## src/rtl/mul_div_pkg.sv

```systemverilog
// Shared constants, FSM encoding and corner-case helper for the RV32M mul/div sequencer.
package mul_div_pkg;

    localparam logic [2:0] OP_MUL    = 3'b000;
    localparam logic [2:0] OP_MULH   = 3'b001;
    localparam logic [2:0] OP_MULHSU = 3'b010;
    localparam logic [2:0] OP_MULHU  = 3'b011;
    localparam logic [2:0] OP_DIV    = 3'b100;
    localparam logic [2:0] OP_DIVU   = 3'b101;
    localparam logic [2:0] OP_REM    = 3'b110;
    localparam logic [2:0] OP_REMU   = 3'b111;

    localparam logic [31:0] INT_MIN_32  = 32'h8000_0000;
    localparam logic [31:0] ALL_ONES_32 = 32'hFFFF_FFFF;

    typedef enum logic [1:0] {
        StIdle  = 2'd0,
        StIssue = 2'd1,
        StWait  = 2'd2,
        StDone  = 2'd3
    } state_e;

    // RISC-V defined results: divide-by-zero wins over signed overflow.
    function automatic logic [31:0] corner_result(input logic        is_rem,
                                                  input logic [31:0] dividend,
                                                  input logic        dz);
        if (dz) begin
            return is_rem ? dividend : ALL_ONES_32;
        end
        return is_rem ? 32'h0000_0000 : INT_MIN_32;
    endfunction

endpackage

```

## src/rtl/mul_div_seq_if.sv

```systemverilog
// Request/response and datapath handshake bundle for mul_div_seq.
// master = requester plus datapath side, slave = the sequencer.
interface mul_div_seq_if;

    logic        start;
    logic [2:0]  funct3;
    logic [31:0] rs1;
    logic [31:0] rs2;
    logic        ready;
    logic        done;
    logic [31:0] rd;
    logic        err;

    logic        md_enable_in;
    logic [31:0] md_x;
    logic [31:0] md_y;
    logic        md_mul0_div1;
    logic        md_x_signed0_unsigned1;
    logic        md_y_signed0_unsigned1;
    logic        md_enable_out;
    logic [63:0] md_z;
    logic        md_ov;

    modport master (
        output start, funct3, rs1, rs2, md_enable_out, md_z, md_ov,
        input  ready, done, rd, err, md_enable_in, md_x, md_y, md_mul0_div1,
               md_x_signed0_unsigned1, md_y_signed0_unsigned1
    );

    modport slave (
        input  start, funct3, rs1, rs2, md_enable_out, md_z, md_ov,
        output ready, done, rd, err, md_enable_in, md_x, md_y, md_mul0_div1,
               md_x_signed0_unsigned1, md_y_signed0_unsigned1
    );

endinterface

```

## src/rtl/mul_div_decode.sv

```systemverilog
// Combinational funct3 decode into datapath controls and result-half select.
module mul_div_decode
    import mul_div_pkg::*;
(
    input  logic [2:0] i_funct3,
    output logic       o_mul0_div1,
    output logic       o_x_unsigned,
    output logic       o_y_unsigned,
    output logic       o_hi_sel
);

    always_comb begin
        o_mul0_div1  = i_funct3[2];
        o_x_unsigned = 1'b0;
        o_y_unsigned = 1'b0;
        o_hi_sel     = 1'b0;
        unique case (i_funct3)
            OP_MUL:    ;
            OP_MULH:   o_hi_sel = 1'b1;
            OP_MULHSU: begin
                o_y_unsigned = 1'b1;
                o_hi_sel     = 1'b1;
            end
            OP_MULHU:  begin
                o_x_unsigned = 1'b1;
                o_y_unsigned = 1'b1;
                o_hi_sel     = 1'b1;
            end
            // Divider packs {quotient, remainder}: quotient lives in the high word.
            OP_DIV:    o_hi_sel = 1'b1;
            OP_DIVU:   begin
                o_x_unsigned = 1'b1;
                o_y_unsigned = 1'b1;
                o_hi_sel     = 1'b1;
            end
            OP_REM:    ;
            OP_REMU:   begin
                o_x_unsigned = 1'b1;
                o_y_unsigned = 1'b1;
            end
            default:   ;
        endcase
    end

endmodule

```

## src/rtl/mul_div_seq.sv

```systemverilog
// RV32M sequencer: accepts one op, issues it to mul_div_32, resolves corners, bounds the wait.
// Optional MUL_DIV_SEQ_FAST_CORNER_EN: divide-by-zero/overflow ops skip the datapath entirely.
module mul_div_seq
    import mul_div_pkg::*;
#(
    parameter int unsigned TIMEOUT_CYCLES = 63,
    parameter int unsigned CNT_WIDTH      = 6
) (
    input  logic          clk,
    input  logic          reset,
    mul_div_seq_if.slave  bus
);

    localparam logic [CNT_WIDTH-1:0] CntMax = CNT_WIDTH'(TIMEOUT_CYCLES - 1);

    state_e               r_state, w_state_d;
    logic [CNT_WIDTH-1:0] r_cnt, w_cnt_d;
    logic [31:0]          r_rd, w_rd_d;
    logic                 r_err, w_err_d;
    logic                 w_accept;

    logic [31:0] r_x, r_y;
    logic        r_mul0_div1, r_x_unsigned, r_y_unsigned, r_hi_sel, r_is_rem;
    logic        r_dz, r_sov;

    logic        w_mul0_div1, w_x_unsigned, w_y_unsigned, w_hi_sel;
    logic        w_dz_in, w_sov_in;
    logic [31:0] w_dp_word, w_wait_result;
    logic        w_unused_ov;

    mul_div_decode u_decode (
        .i_funct3     (bus.funct3),
        .o_mul0_div1  (w_mul0_div1),
        .o_x_unsigned (w_x_unsigned),
        .o_y_unsigned (w_y_unsigned),
        .o_hi_sel     (w_hi_sel)
    );

    assign w_dz_in  = (bus.rs2 == 32'h0) & bus.funct3[2];
    assign w_sov_in = (bus.rs1 == INT_MIN_32) & (bus.rs2 == ALL_ONES_32) &
                      bus.funct3[2] & ~bus.funct3[0];

    assign w_dp_word     = r_hi_sel ? bus.md_z[63:32] : bus.md_z[31:0];
    assign w_wait_result = (r_dz | r_sov) ? corner_result(r_is_rem, r_x, r_dz) : w_dp_word;

    // Divider error flag is redundant: corners are decided from the latched operands.
    assign w_unused_ov = bus.md_ov;

    always_comb begin
        w_state_d = r_state;
        w_cnt_d   = r_cnt;
        w_rd_d    = r_rd;
        w_err_d   = r_err;
        w_accept  = 1'b0;
        unique case (r_state)
            StIdle: begin
                if (bus.start) begin
                    w_accept = 1'b1;
                    w_err_d  = 1'b0;
`ifdef MUL_DIV_SEQ_FAST_CORNER_EN
                    if (w_dz_in | w_sov_in) begin
                        w_state_d = StDone;
                        w_rd_d    = corner_result(bus.funct3[1], bus.rs1, w_dz_in);
                    end else begin
                        w_state_d = StIssue;
                    end
`else
                    w_state_d = StIssue;
`endif
                end
            end
            StIssue: begin
                w_cnt_d   = '0;
                w_state_d = StWait;
            end
            StWait: begin
                // A completion landing on the timeout cycle still counts as success.
                if (bus.md_enable_out) begin
                    w_rd_d    = w_wait_result;
                    w_err_d   = 1'b0;
                    w_state_d = StDone;
                end else if (r_cnt == CntMax) begin
                    w_rd_d    = 32'h0;
                    w_err_d   = 1'b1;
                    w_state_d = StDone;
                end else begin
                    w_cnt_d = r_cnt + 1'b1;
                end
            end
            StDone: begin
                w_state_d = StIdle;
            end
            default: begin
                w_state_d = StIdle;
            end
        endcase
    end

    always_ff @(posedge clk) begin
        if (reset) begin
            r_state      <= StIdle;
            r_cnt        <= '0;
            r_rd         <= 32'h0;
            r_err        <= 1'b0;
            r_x          <= 32'h0;
            r_y          <= 32'h0;
            r_mul0_div1  <= 1'b0;
            r_x_unsigned <= 1'b0;
            r_y_unsigned <= 1'b0;
            r_hi_sel     <= 1'b0;
            r_is_rem     <= 1'b0;
            r_dz         <= 1'b0;
            r_sov        <= 1'b0;
        end else begin
            r_state <= w_state_d;
            r_cnt   <= w_cnt_d;
            r_rd    <= w_rd_d;
            r_err   <= w_err_d;
            if (w_accept) begin
                r_x          <= bus.rs1;
                r_y          <= bus.rs2;
                r_mul0_div1  <= w_mul0_div1;
                r_x_unsigned <= w_x_unsigned;
                r_y_unsigned <= w_y_unsigned;
                r_hi_sel     <= w_hi_sel;
                r_is_rem     <= bus.funct3[1];
                r_dz         <= w_dz_in;
                r_sov        <= w_sov_in;
            end
        end
    end

    assign bus.ready                  = (r_state == StIdle);
    assign bus.done                   = (r_state == StDone);
    assign bus.md_enable_in           = (r_state == StIssue);
    assign bus.rd                     = r_rd;
    assign bus.err                    = r_err;
    assign bus.md_x                   = r_x;
    assign bus.md_y                   = r_y;
    assign bus.md_mul0_div1           = r_mul0_div1;
    assign bus.md_x_signed0_unsigned1 = r_x_unsigned;
    assign bus.md_y_signed0_unsigned1 = r_y_unsigned;

endmodule

```

## src/flat_wrapper.sv

```systemverilog
// flat-port wrapper written by rule: the top's interface ports become plain ports
module mul_div_seq_flat import mul_div_pkg::*;
#(
    parameter int unsigned TIMEOUT_CYCLES = 63,
    parameter int unsigned CNT_WIDTH      = 6
)
  (clk, reset, bus_start, bus_funct3, bus_rs1, bus_rs2, bus_md_enable_out, bus_md_z, bus_md_ov, bus_ready, bus_done, bus_rd, bus_err, bus_md_enable_in, bus_md_x, bus_md_y, bus_md_mul0_div1, bus_md_x_signed0_unsigned1, bus_md_y_signed0_unsigned1);
  mul_div_seq_if bus_i ();
  input  logic clk;
  input  logic reset;
  input wire logic [$bits(bus_i.start)-1:0] bus_start;
  input wire logic [$bits(bus_i.funct3)-1:0] bus_funct3;
  input wire logic [$bits(bus_i.rs1)-1:0] bus_rs1;
  input wire logic [$bits(bus_i.rs2)-1:0] bus_rs2;
  input wire logic [$bits(bus_i.md_enable_out)-1:0] bus_md_enable_out;
  input wire logic [$bits(bus_i.md_z)-1:0] bus_md_z;
  input wire logic [$bits(bus_i.md_ov)-1:0] bus_md_ov;
  output wire logic [$bits(bus_i.ready)-1:0] bus_ready;
  output wire logic [$bits(bus_i.done)-1:0] bus_done;
  output wire logic [$bits(bus_i.rd)-1:0] bus_rd;
  output wire logic [$bits(bus_i.err)-1:0] bus_err;
  output wire logic [$bits(bus_i.md_enable_in)-1:0] bus_md_enable_in;
  output wire logic [$bits(bus_i.md_x)-1:0] bus_md_x;
  output wire logic [$bits(bus_i.md_y)-1:0] bus_md_y;
  output wire logic [$bits(bus_i.md_mul0_div1)-1:0] bus_md_mul0_div1;
  output wire logic [$bits(bus_i.md_x_signed0_unsigned1)-1:0] bus_md_x_signed0_unsigned1;
  output wire logic [$bits(bus_i.md_y_signed0_unsigned1)-1:0] bus_md_y_signed0_unsigned1;
  assign bus_i.start = bus_start;
  assign bus_i.funct3 = bus_funct3;
  assign bus_i.rs1 = bus_rs1;
  assign bus_i.rs2 = bus_rs2;
  assign bus_i.md_enable_out = bus_md_enable_out;
  assign bus_i.md_z = bus_md_z;
  assign bus_i.md_ov = bus_md_ov;
  assign bus_ready = bus_i.ready;
  assign bus_done = bus_i.done;
  assign bus_rd = bus_i.rd;
  assign bus_err = bus_i.err;
  assign bus_md_enable_in = bus_i.md_enable_in;
  assign bus_md_x = bus_i.md_x;
  assign bus_md_y = bus_i.md_y;
  assign bus_md_mul0_div1 = bus_i.md_mul0_div1;
  assign bus_md_x_signed0_unsigned1 = bus_i.md_x_signed0_unsigned1;
  assign bus_md_y_signed0_unsigned1 = bus_i.md_y_signed0_unsigned1;
  mul_div_seq #(.TIMEOUT_CYCLES(TIMEOUT_CYCLES), .CNT_WIDTH(CNT_WIDTH)) u_core (.clk(clk), .reset(reset), .bus(bus_i));
endmodule
```

## config.mk

```make
export PLATFORM = sky130hd
export DESIGN_NAME = mul_div_seq_flat
export DESIGN_NICKNAME = d
export VERILOG_FILES = /design/src/rtl/mul_div_pkg.sv /design/src/rtl/mul_div_seq_if.sv /design/src/rtl/mul_div_decode.sv /design/src/rtl/mul_div_seq.sv /design/src/flat_wrapper.sv
export SDC_FILE = /design/constraint.sdc
export NUM_CORES = 1
export LEC_CHECK = 0
export CAP_MARGIN = 20
export CORE_ASPECT_RATIO = 0.8
export CORE_MARGIN = 10
export CORE_UTILIZATION = 38
export CTS_BUF_LIST = sky130_fd_sc_hd__clkbuf_8
export DETAILED_ROUTE_END_ITERATION = 7
export PLACE_DENSITY = 0.76
export RECOVER_POWER = 25
export SLEW_MARGIN = 10
export SYNTH_ARGS = -nofsm -noshare
export SYNTH_HDL_FRONTEND = slang
export SYNTH_HIERARCHICAL = 1
export SYNTH_SLANG_ARGS = --single-unit
```

## constraint.sdc

```tcl
create_clock -name clk -period 1.8 [get_ports clk]
set_input_delay 0.54 -clock clk [delete_from_list [all_inputs] [get_ports clk]]
set_output_delay 0.54 -clock clk [all_outputs]
set_load 0.005 [all_outputs]
```

Word level (Yosys, flattened, before mapping) --
Cells that the tools add are included.
Storage, ports and cells: flip-flop bits (word level) 112, input port bits 136, logic and storage cells 73
Cells by class: $add $sub $neg 1, eq/ne operators 16, muxes and demuxes 25, bitwise logic cells 6, reductions and logical operators 12
Operators by type and width (number):
- $mux W32 | 8
- $eq A32 B32 Y1 const B | 2
- $logic_not A32 Y1 | 1
- $mux W6 | 2
- $pmux W6 S2 | 1
- $eq A3 B3 Y1 const B | 3
- $mux W1 | 9
- $pmux W2 S4 | 1
- $add A6 B1 Y6 const B | 1
- $eq A3 B2 Y1 const B | 2
- $eq A6 B6 Y1 const B | 1
- $mux W2 | 3
- $ne A2 B2 Y1 const B | 3
- $reduce_and A3 Y1 | 2
- $reduce_bool A2 Y1 | 3
- $reduce_or A5 Y1 | 1
- $and A1 B1 Y1 | 4
- $eq A2 B2 Y1 const B | 2
- $reduce_and A2 Y1 | 2
- $reduce_or A4 Y1 | 1
- $eq A3 B1 Y1 const B | 1
- $ne A3 B2 Y1 const B | 1
- $reduce_or A3 Y1 | 1
- $eq A2 B1 Y1 const B | 1
- 4 further kinds | 4

Logic depth before layout (Yosys ltp) --
Gate-level depths: netlist of the first run.
word-level depth 5, gate-level depth with buffers 8

By module --
Netlist of the first run, hierarchy kept.
By module, submodules not included:
- mul_div_seq | instances 1, cells an instance 640, area an instance 5048.6 sq um
- mul_div_decode | instances 1, cells an instance 5, area an instance 40.0 sq um

Least setup slack after synthesis of the first run --
Ideal clock, no wire load.
path type flip-flop to flip-flop, from register u_core.r_state[0], to register u_core.r_cnt[5], library setup time 0.070 ns, data arrival time 1.666 ns, path slack 0.065 ns, stages on the path, launching flop included 8, path buffers 1, clock period less this slack 1.735 ns, cell sequence dfxtp_1 -> inv_1 -> ha_1 -> nor2b_1 -> buf_2 -> o2111ai_1 -> or4_1 -> a21oi_1
Between the ends: cells in the longest elaborated chain, start to end 3, elaborated cells on any way between the ends 7, classes of those cells 4 x eq/ne; 1 x mux; 2 x reduce/logical
RTL lines:
- from (decl) | line mul_div_seq.sv:16 | state_e r_state, w_state_d;
- from (signal assigned) | line mul_div_seq.sv:101 | r_state <= StIdle;
- from (signal assigned) | line mul_div_seq.sv:115 | r_state <= w_state_d;
- $eq A2 B2 Y1 or $eq A2 B1 Y1 (tied branches) | line mul_div_seq.sv:55 | unique case (r_state)
- $ne A2 B2 Y1 (no line) or $reduce_bool A2 Y1 (tied branches)
- $reduce_and A3 Y1 (no line)
- to (signal assigned) | line mul_div_seq.sv:116 | r_cnt <= w_cnt_d;
- to (decl) | line mul_div_seq.sv:17 | logic [CNT_WIDTH-1:0] r_cnt, w_cnt_d;
Parallel ways exist; a longest one is shown, timed or not. A chain may end at the register's enable or synchronous reset.

Final worst setup path of the first run --
from input port bus_rs1[25], to register u_core.r_sov
Between the ends: cells in the longest elaborated chain, start to end 4
RTL lines:
- from (decl) | line flat_wrapper.sv:13 | input wire logic [$bits(bus_i.rs1)-1:0] bus_rs1;
- $eq A32 B32 Y1 | line mul_div_seq.sv:40 | assign w_sov_in = (bus.rs1 == INT_MIN_32) & (bus.rs2 == ALL_ONES_32) &
- $and A1 B1 Y1 (2 in a row) | line mul_div_seq.sv:40
- $and A1 B1 Y1 | line mul_div_seq.sv:41 | bus.funct3[2] & ~bus.funct3[0];
- to (signal assigned) | line mul_div_seq.sv:128 | r_sov <= w_sov_in;
- to (decl) | line mul_div_seq.sv:24 | logic r_dz, r_sov;
Every way passes these cells.

==> out/results.ini, run 1 <==
[outcome]
status=finished clean

[pwr]
irDropWorstVdd_mv=0.5234
comb_power_share_pct=42.0
p_clk_share_pct=17.6
switching_share_pct=35.94
p_int_mw=5.030
finalPower_mw=7.852
powerDensity_nw_per_um2=938.6
power.leakage_nw=3.402
power.share.sequential_pct=40.4
p_sw_mw=2.822

[logic_synthesis]
synth_seq_area_share_pct=44.06
synthArstFlopShare_pct=0
synth-edff-count=0
synthMuxAreaShare_pct=7.008
synthXorXnorAreaFrac_pct=0.3442
yosysUniqueCellTypes=42
synth_top_family_by_area=simple AND/OR/NAND/NOR gates
syn_nets=788
synth_top_area_cell=dfxtp_1
synth-adder-area-share_pct=1.721
syn_area_per_cell_um2=7.889
synthesis.area_um2=5089
synth_ff_type=dfxtp_1
synth_top_area_share_pct=44.06
synth-simple-area-share_pct=21.61
synthTopCellsByCount=nand2_1 (150), dfxtp_1 (112), a21oi_1 (109)
yosysWarnings=6
synth.area.top_cells=dfxtp_1 (44%), nand2_1 (11%), a21oi_1 (11%)
synth_compound_area_share_pct=20.75
synth_most_common_cell=nand2_1
ys_seq_elements=112
syn_inst=645

[worst_hold_path]
min_to=u_core/bus.md_y[21]
hold_class=flop to flop
worstHoldStart=u_core/bus.md_y[21]
whs_path_depth=2

[route]
ant_nets=0
drt_iter0_drc=394
drt-total-wl_mm=20.61
drt_pre_antenna_iters=4
via_per_inst=5.282
vias=5763
wire_per_inst_um=18.89
drc=0

[layout]
drive_gt1_share_pct=14.21
area_growth_pct=64.40
stdcell_area_um2=8366
num-nets-final=1053
utilization_pct=64.31
fillers=1167

[sta]
post-route-period-util_pct=99.98
rsz0062_at_grt=yes
drv_slew=0
holdWs_ns=0.4568
setup_tns_ns=0
min_period_ns=1.800
skew_ns=0.01120
setup_viol=0
finalHoldViolCount=0
fmax_mhz=555.7
max_slew.worst_pin.slew_ns=0.5324
slew_headroom_pct=64.51

[worst_setup_path]
worstSetupEndpointType=flop
cp_slowest_stage_delay_ns=0.54
crit_type=input port to flop
rr_startpoint=u_core/r_state[0]
cpMaxStageDelayCell=or4_4
required_ns=2.11
arrival_ns=2.11
r2r_cells=6
crit_path_start_kind=input port
worstPathCellList=clkdlybuf4s50_1 > or4_4 > or4_1 > o21ai_1
r2r_setup_slack_ns=0.10
cp_max_fo=2
r2r-end=u_core/r_cnt[5]

[global_routing]
overflow=0
grt_pass1_wl_mm=31.13
grt_pass1_vias=5714
antenna_found_initial=0
grt_max_degree=110
grt_usage_pct=20.95

[clocking]
cts_root_buf=clkbuf_8
ctsHoldBuffers=0
worstSkewPairLatency_ns=0.37
cts_tree=yes
h-tree-depth=3
ctsLongestPathBuffers=2
numCtsBuffers=9
cts_sinks=112
path_clk_slew_ns=0.11

[placement]
gp_congestion=0.8942
dpl.hpwl_mm=15.38
dpl_cell_area_um2=8074
port_buffers=237

[die]
rows=37
die_width_um=149.4
start_util_pct=39.12
io_pins=239
die-area_um2=18450
fp.dieH_um=123.5
core_um2=13010

[job]
drv_cap=0

==> power groups by stage <==
stage / sequential, mW / clock [mW] / combinational [mW]
floorplan: 3.19 / 0 / 1.46
global placement: 3.20 / 0 / 3.39
detailed placement: 3.21 / 0 / 3.43
CTS: 3.17 / 1.43 / 3.34
global route: 3.23 / 1.51 / 3.61
finish: 3.18 / 1.38 / 3.30
==> worst max path at each step <==
stage | to | start | cells after the start
3_3_place_gp | u_core/r_sov | bus_rs2[5] | 5
6_report | u_core/r_sov | bus_rs1[25] | 4
5_1_grt | u_core/r_sov | bus_rs1[16] | 5
3_5_place_dp | u_core/r_dz | bus_rs2[0] | 7
4_1_cts | bus_md_x_signed0_unsigned1 | u_core/bus.md_x_signed0_unsigned1 | 1
2_1_floorplan | u_core/r_cnt[5] | u_core/r_state[0] | 7
==> critical path: cells and delay by family <==
kind,cells,cell delay [ns]
and+or+nand+nor,2,1.01
buffers and inverters,1,0.43
AOI/OAI and AO/OA,1,0.11
==> sequential cells by signal, summed over array words and instances (netlist names) <==
register and cells:
u_core/bus.md_x_signed0_unsigned1 1, u_core/r_is_rem 1, u_core/bus.md_x 32, u_core/bus.md_y_signed0_unsigned1 1, u_core/r_dz 1, u_core/r_state 2
u_core/bus.err 1, u_core/bus.md_y 32, u_core/r_cnt 6, u_core/r_hi_sel 1, u_core/bus.rd 32, u_core/r_sov 1
u_core/bus.md_mul0_div1 1
==> cell type report <==
type / instances / area [um^2] / area share [%]
sequential: 112 / 2266 / 27.09
clock inverter: 6 / 37.54 / 0.4487
tap: 175 / 219.0 / 2.617
multi-input combinational: 475 / 2748 / 32.84
clock buffer: 10 / 137.6 / 1.645
antenna: 1 / 2.502 / 0.02991
inverter: 4 / 15.01 / 0.1795
timing repair buffer: 308 / 2940 / 35.15
==> cells in the final DEF (no fill, tap or decap), types with 10 or more instances in the layout <==
cell	Yosys	layout
a21oi_1	109	108
buf_4	1	66
clkbuf_8	0	10
clkdlybuf4s25_1	0	33
clkdlybuf4s50_1	0	128
dfxtp_1	112	93
dfxtp_2	0	19
dlygate4sd2_1	0	52
dlymetal6s2s_1	0	20
mux2i_1	33	33
nand2_1	150	149
nor2_1	34	34
o21ai_0	36	36
o221ai_1	26	26
==> layer usage <==
layer | routed length (um) | GRT usage [%] | vias up
met5 | 0 | 0 | -
met4 | 429 | 6.120 | 0
met3 | 1919 | 8.178 | 30
met2 | 9455 | 33.45 | 236
met1 | 8806 | 25.72 | 2694
li1 | - | - | 2803
==> repair_timing <==
item | 4_1_cts | 5_1_grt
gates resized for setup | 90 | 74
setup endpoints to repair | 61 | 59
setup buffers | 2 | 0
pin swaps | 7 | 9
==> kinds of logic after synthesis <==
| logic type | after synthesis |
|---|---|
| and+or+nand+nor | 246 |
| AOI/OAI and AO/OA | 185 |
| DFF | 112 |
| buffers and inverters | 58 |
| muxes | 35 |
| adders and majority gates | 7 |
| xor gates and xnor gates | 2 |
==> through the flow <==
step / setup slack [ns] / std cells
after CTS: 0.0002025 / 1090
after floorplan: 0.06453 / 645
final: 0.0003089 / 1091
after global placement: -0.5216 / 1073
after global routing: -0.02718 / 1090
after detailed placement: -0.5760 / 1073
Power figures use the tool's default switching activity.
==> run 2, diff against run 1 <==
--- a/config.mk
+++ b/config.mk
@@ -10,10 +10,10 @@
 export CORE_MARGIN = 10
 export CORE_UTILIZATION = 38
 export CTS_BUF_LIST = sky130_fd_sc_hd__clkbuf_8
+export CTS_CLUSTER_DIAMETER = 100
 export DETAILED_ROUTE_END_ITERATION = 7
 export PLACE_DENSITY = 0.76
 export RECOVER_POWER = 25
-export SLEW_MARGIN = 10
 export SYNTH_ARGS = -nofsm -noshare
 export SYNTH_HDL_FRONTEND = slang
 export SYNTH_HIERARCHICAL = 1
==> results of run 2 <==
No change in the layout: final DEF, timing and power equal those of run 1.
==> run 3, diff against run 2 <==
--- a/config.mk
+++ b/config.mk
@@ -18,3 +18,4 @@
 export SYNTH_HDL_FRONTEND = slang
 export SYNTH_HIERARCHICAL = 1
 export SYNTH_SLANG_ARGS = --single-unit
+export TNS_END_PERCENT = 5
==> out/results.ini, run 3 (synthesis gave the netlist of run 1 again) <==
[die]
io_pins=239  ; unchanged
core_um2=13010  ; unchanged
die-area_um2=18450  ; unchanged
start_util_pct=39.12  ; unchanged
fp.dieH_um=123.5  ; unchanged
die_width_um=149.4  ; unchanged
rows=37  ; unchanged

[sta]
holdWs_ns=0.4572  ; +0.0003670 ns
finalWorstSetupSlack_ns=-0.01332  ; -0.01363 ns
skew_ns=0.01028  ; -0.0009250 ns
post-route-period-util_pct=100.7  ; +0.76 points
slew_headroom_pct=63.69  ; -0.82 points
max_slew.worst_pin.slew_ns=0.5447  ; +0.01229 ns
drv_slew=0  ; unchanged
rsz0062_at_grt=yes
setup_viol=1  ; +1
finalHoldViolCount=0  ; unchanged
fmax_mhz=551.5  ; -0.75%
min_period_ns=1.813  ; +0.01363 ns

[worst_setup_path]
crit_path_start_kind=input port
worstPathCellList=clkdlybuf4s50_1 > nor4_2 > nand4_1 > or4_1 > o21ai_1
cpMaxStageDelayCell=or4_1
rr_startpoint=u_core/r_state[0]
crit_path_start=bus_rs1[6]
r2r_setup_slack_ns=0.07  ; -0.03 ns
cp_max_fo=2  ; unchanged
cp_slowest_stage_delay_ns=0.50  ; -0.04 ns
arrival_ns=2.12  ; about the same
crit_family=simple AND/OR/NAND/NOR gates
worstSetupEndpointType=flop
required_ns=2.11  ; about the same
crit_type=input port to flop
critPathBufInv=1  ; unchanged

[clocking]
postCtsSetupRepairBufs=0  ; -2
cts_tree=yes
path_clk_slew_ns=0.11  ; about the same
ctsLongestPathBuffers=2  ; unchanged
worstSkewPairLatency_ns=0.37  ; about the same
h-tree-depth=3  ; unchanged
numCtsBuffers=9  ; unchanged
cts_root_buf=clkbuf_8
cts_sinks=112  ; unchanged

[placement]
port_buffers=237  ; unchanged
gp_congestion=0.8942  ; unchanged
dpl_cell_area_um2=8074  ; unchanged
placedCellCount=1073  ; unchanged
dpl.hpwl_mm=15.38  ; unchanged

[pwr]
irDropWorstVdd_mv=0.5418  ; +3.5%
finalPower_mw=7.860  ; +0.10%
powerDensity_nw_per_um2=936.1  ; -0.27%
power.leakage_nw=3.448  ; +1.3%

[layout]
mostFrequentLayoutCells=nand2_1 (149), clkdlybuf4s50_1 (124), a21oi_1 (108), dfxtp_1 (90), buf_4 (65)
area_growth_pct=65.01
multi_input_area_um2=2749  ; about the same
regArea_um2=2270  ; +0.17%
fillers=1161  ; -0.51%
drive_gt1_share_pct=14.33  ; +0.12 points
utilization_pct=64.55  ; +0.24 points
num-nets-final=1052  ; -0.095%
stdcell_area_um2=8397  ; +0.37%
stdcell_count=1090  ; -0.092%
final_common_cell=nand2_1

[global_routing]
grt_pass1_vias=5677  ; -0.65%
antenna_found_initial=0  ; unchanged
overflow=0  ; unchanged
grt_max_degree=110  ; unchanged
grt_usage_pct=20.81  ; -0.14 points
grt_pass1_wl_mm=30.92  ; -0.69%

[route]
drt-total-wl_mm=20.61  ; about the same
wire_per_inst_um=18.91  ; +0.11%
vias=5760  ; -0.052%
drc=0  ; unchanged
via_per_inst=5.284  ; about the same
ant_nets=0  ; unchanged
drt_pre_antenna_iters=5  ; +1
drt_iter0_drc=454  ; +15%

[job]
drv_cap=0  ; unchanged

[outcome]
failed_checks=negative setup slack
status=finished with violations

[worst_hold_path]
worstHoldStart=u_core/bus.md_y[21]
hold_class=flop to flop

[run 3: tightest hold or removal path, stage by stage (launching register included)]
cell and delay [ns]:
dfxtp_1 0.32, nand2_1 0.05, a21oi_1 0.05
[run 3: path summary, 6_finish.rpt]
kind                                            end  depth (start not counted)
worst max-delay path                   u_core/r_sov                          5
worst min-delay path            u_core/bus.md_y[21]                          2
worst max register to register      u_core/r_cnt[5]                          6
worst min register to register  u_core/bus.md_y[21]                          2
[run 3: power breakdown]
group	switching, mW	internal [mW]	leakage (nW)
logic	1.69	1.60	2.44
registers	0.271	2.91	0.922
clock network	0.859	0.533	0.0831
[run 3: per-layer routing]
metal  part of all wire, %  vias to the layer above  track usage (%)
li1                      -                     2798                -
met1                    43                     2714            25.75
met2                    46                      218            33.01
met3                   8.6                       30            8.142
met4                   2.1                        0            5.998
met5                     0                        -                0
[run 3: final cells by class]
cell class	instances	area share, %
repair buffers	307	35.33
diodes	1	0.02980
clock inverters	6	0.4470
well taps	175	2.608
flip-flops and latches	112	27.03
multi-input cells	475	32.74
clock buffers	10	1.639
inverters	4	0.1788
[run 3: per-stage QoR]
stage	TNS [ns]	worst slack, ns
floorplan	0	0.06453
global placement	-6.992	-0.5216
detailed placement	-8.125	-0.5760
CTS	-0.1047	-0.05406
global route	-0.1451	-0.04814
finish	-0.01332	-0.01332
[run 3: what timing repair did]
action / CTS / global route
pin swaps: 1 / 14
gates resized for setup: 84 / 84
hold buffers: 0 / 0
endpoints found under the setup margin: 61 / 59
endpoints found under the hold margin: 0 / 0
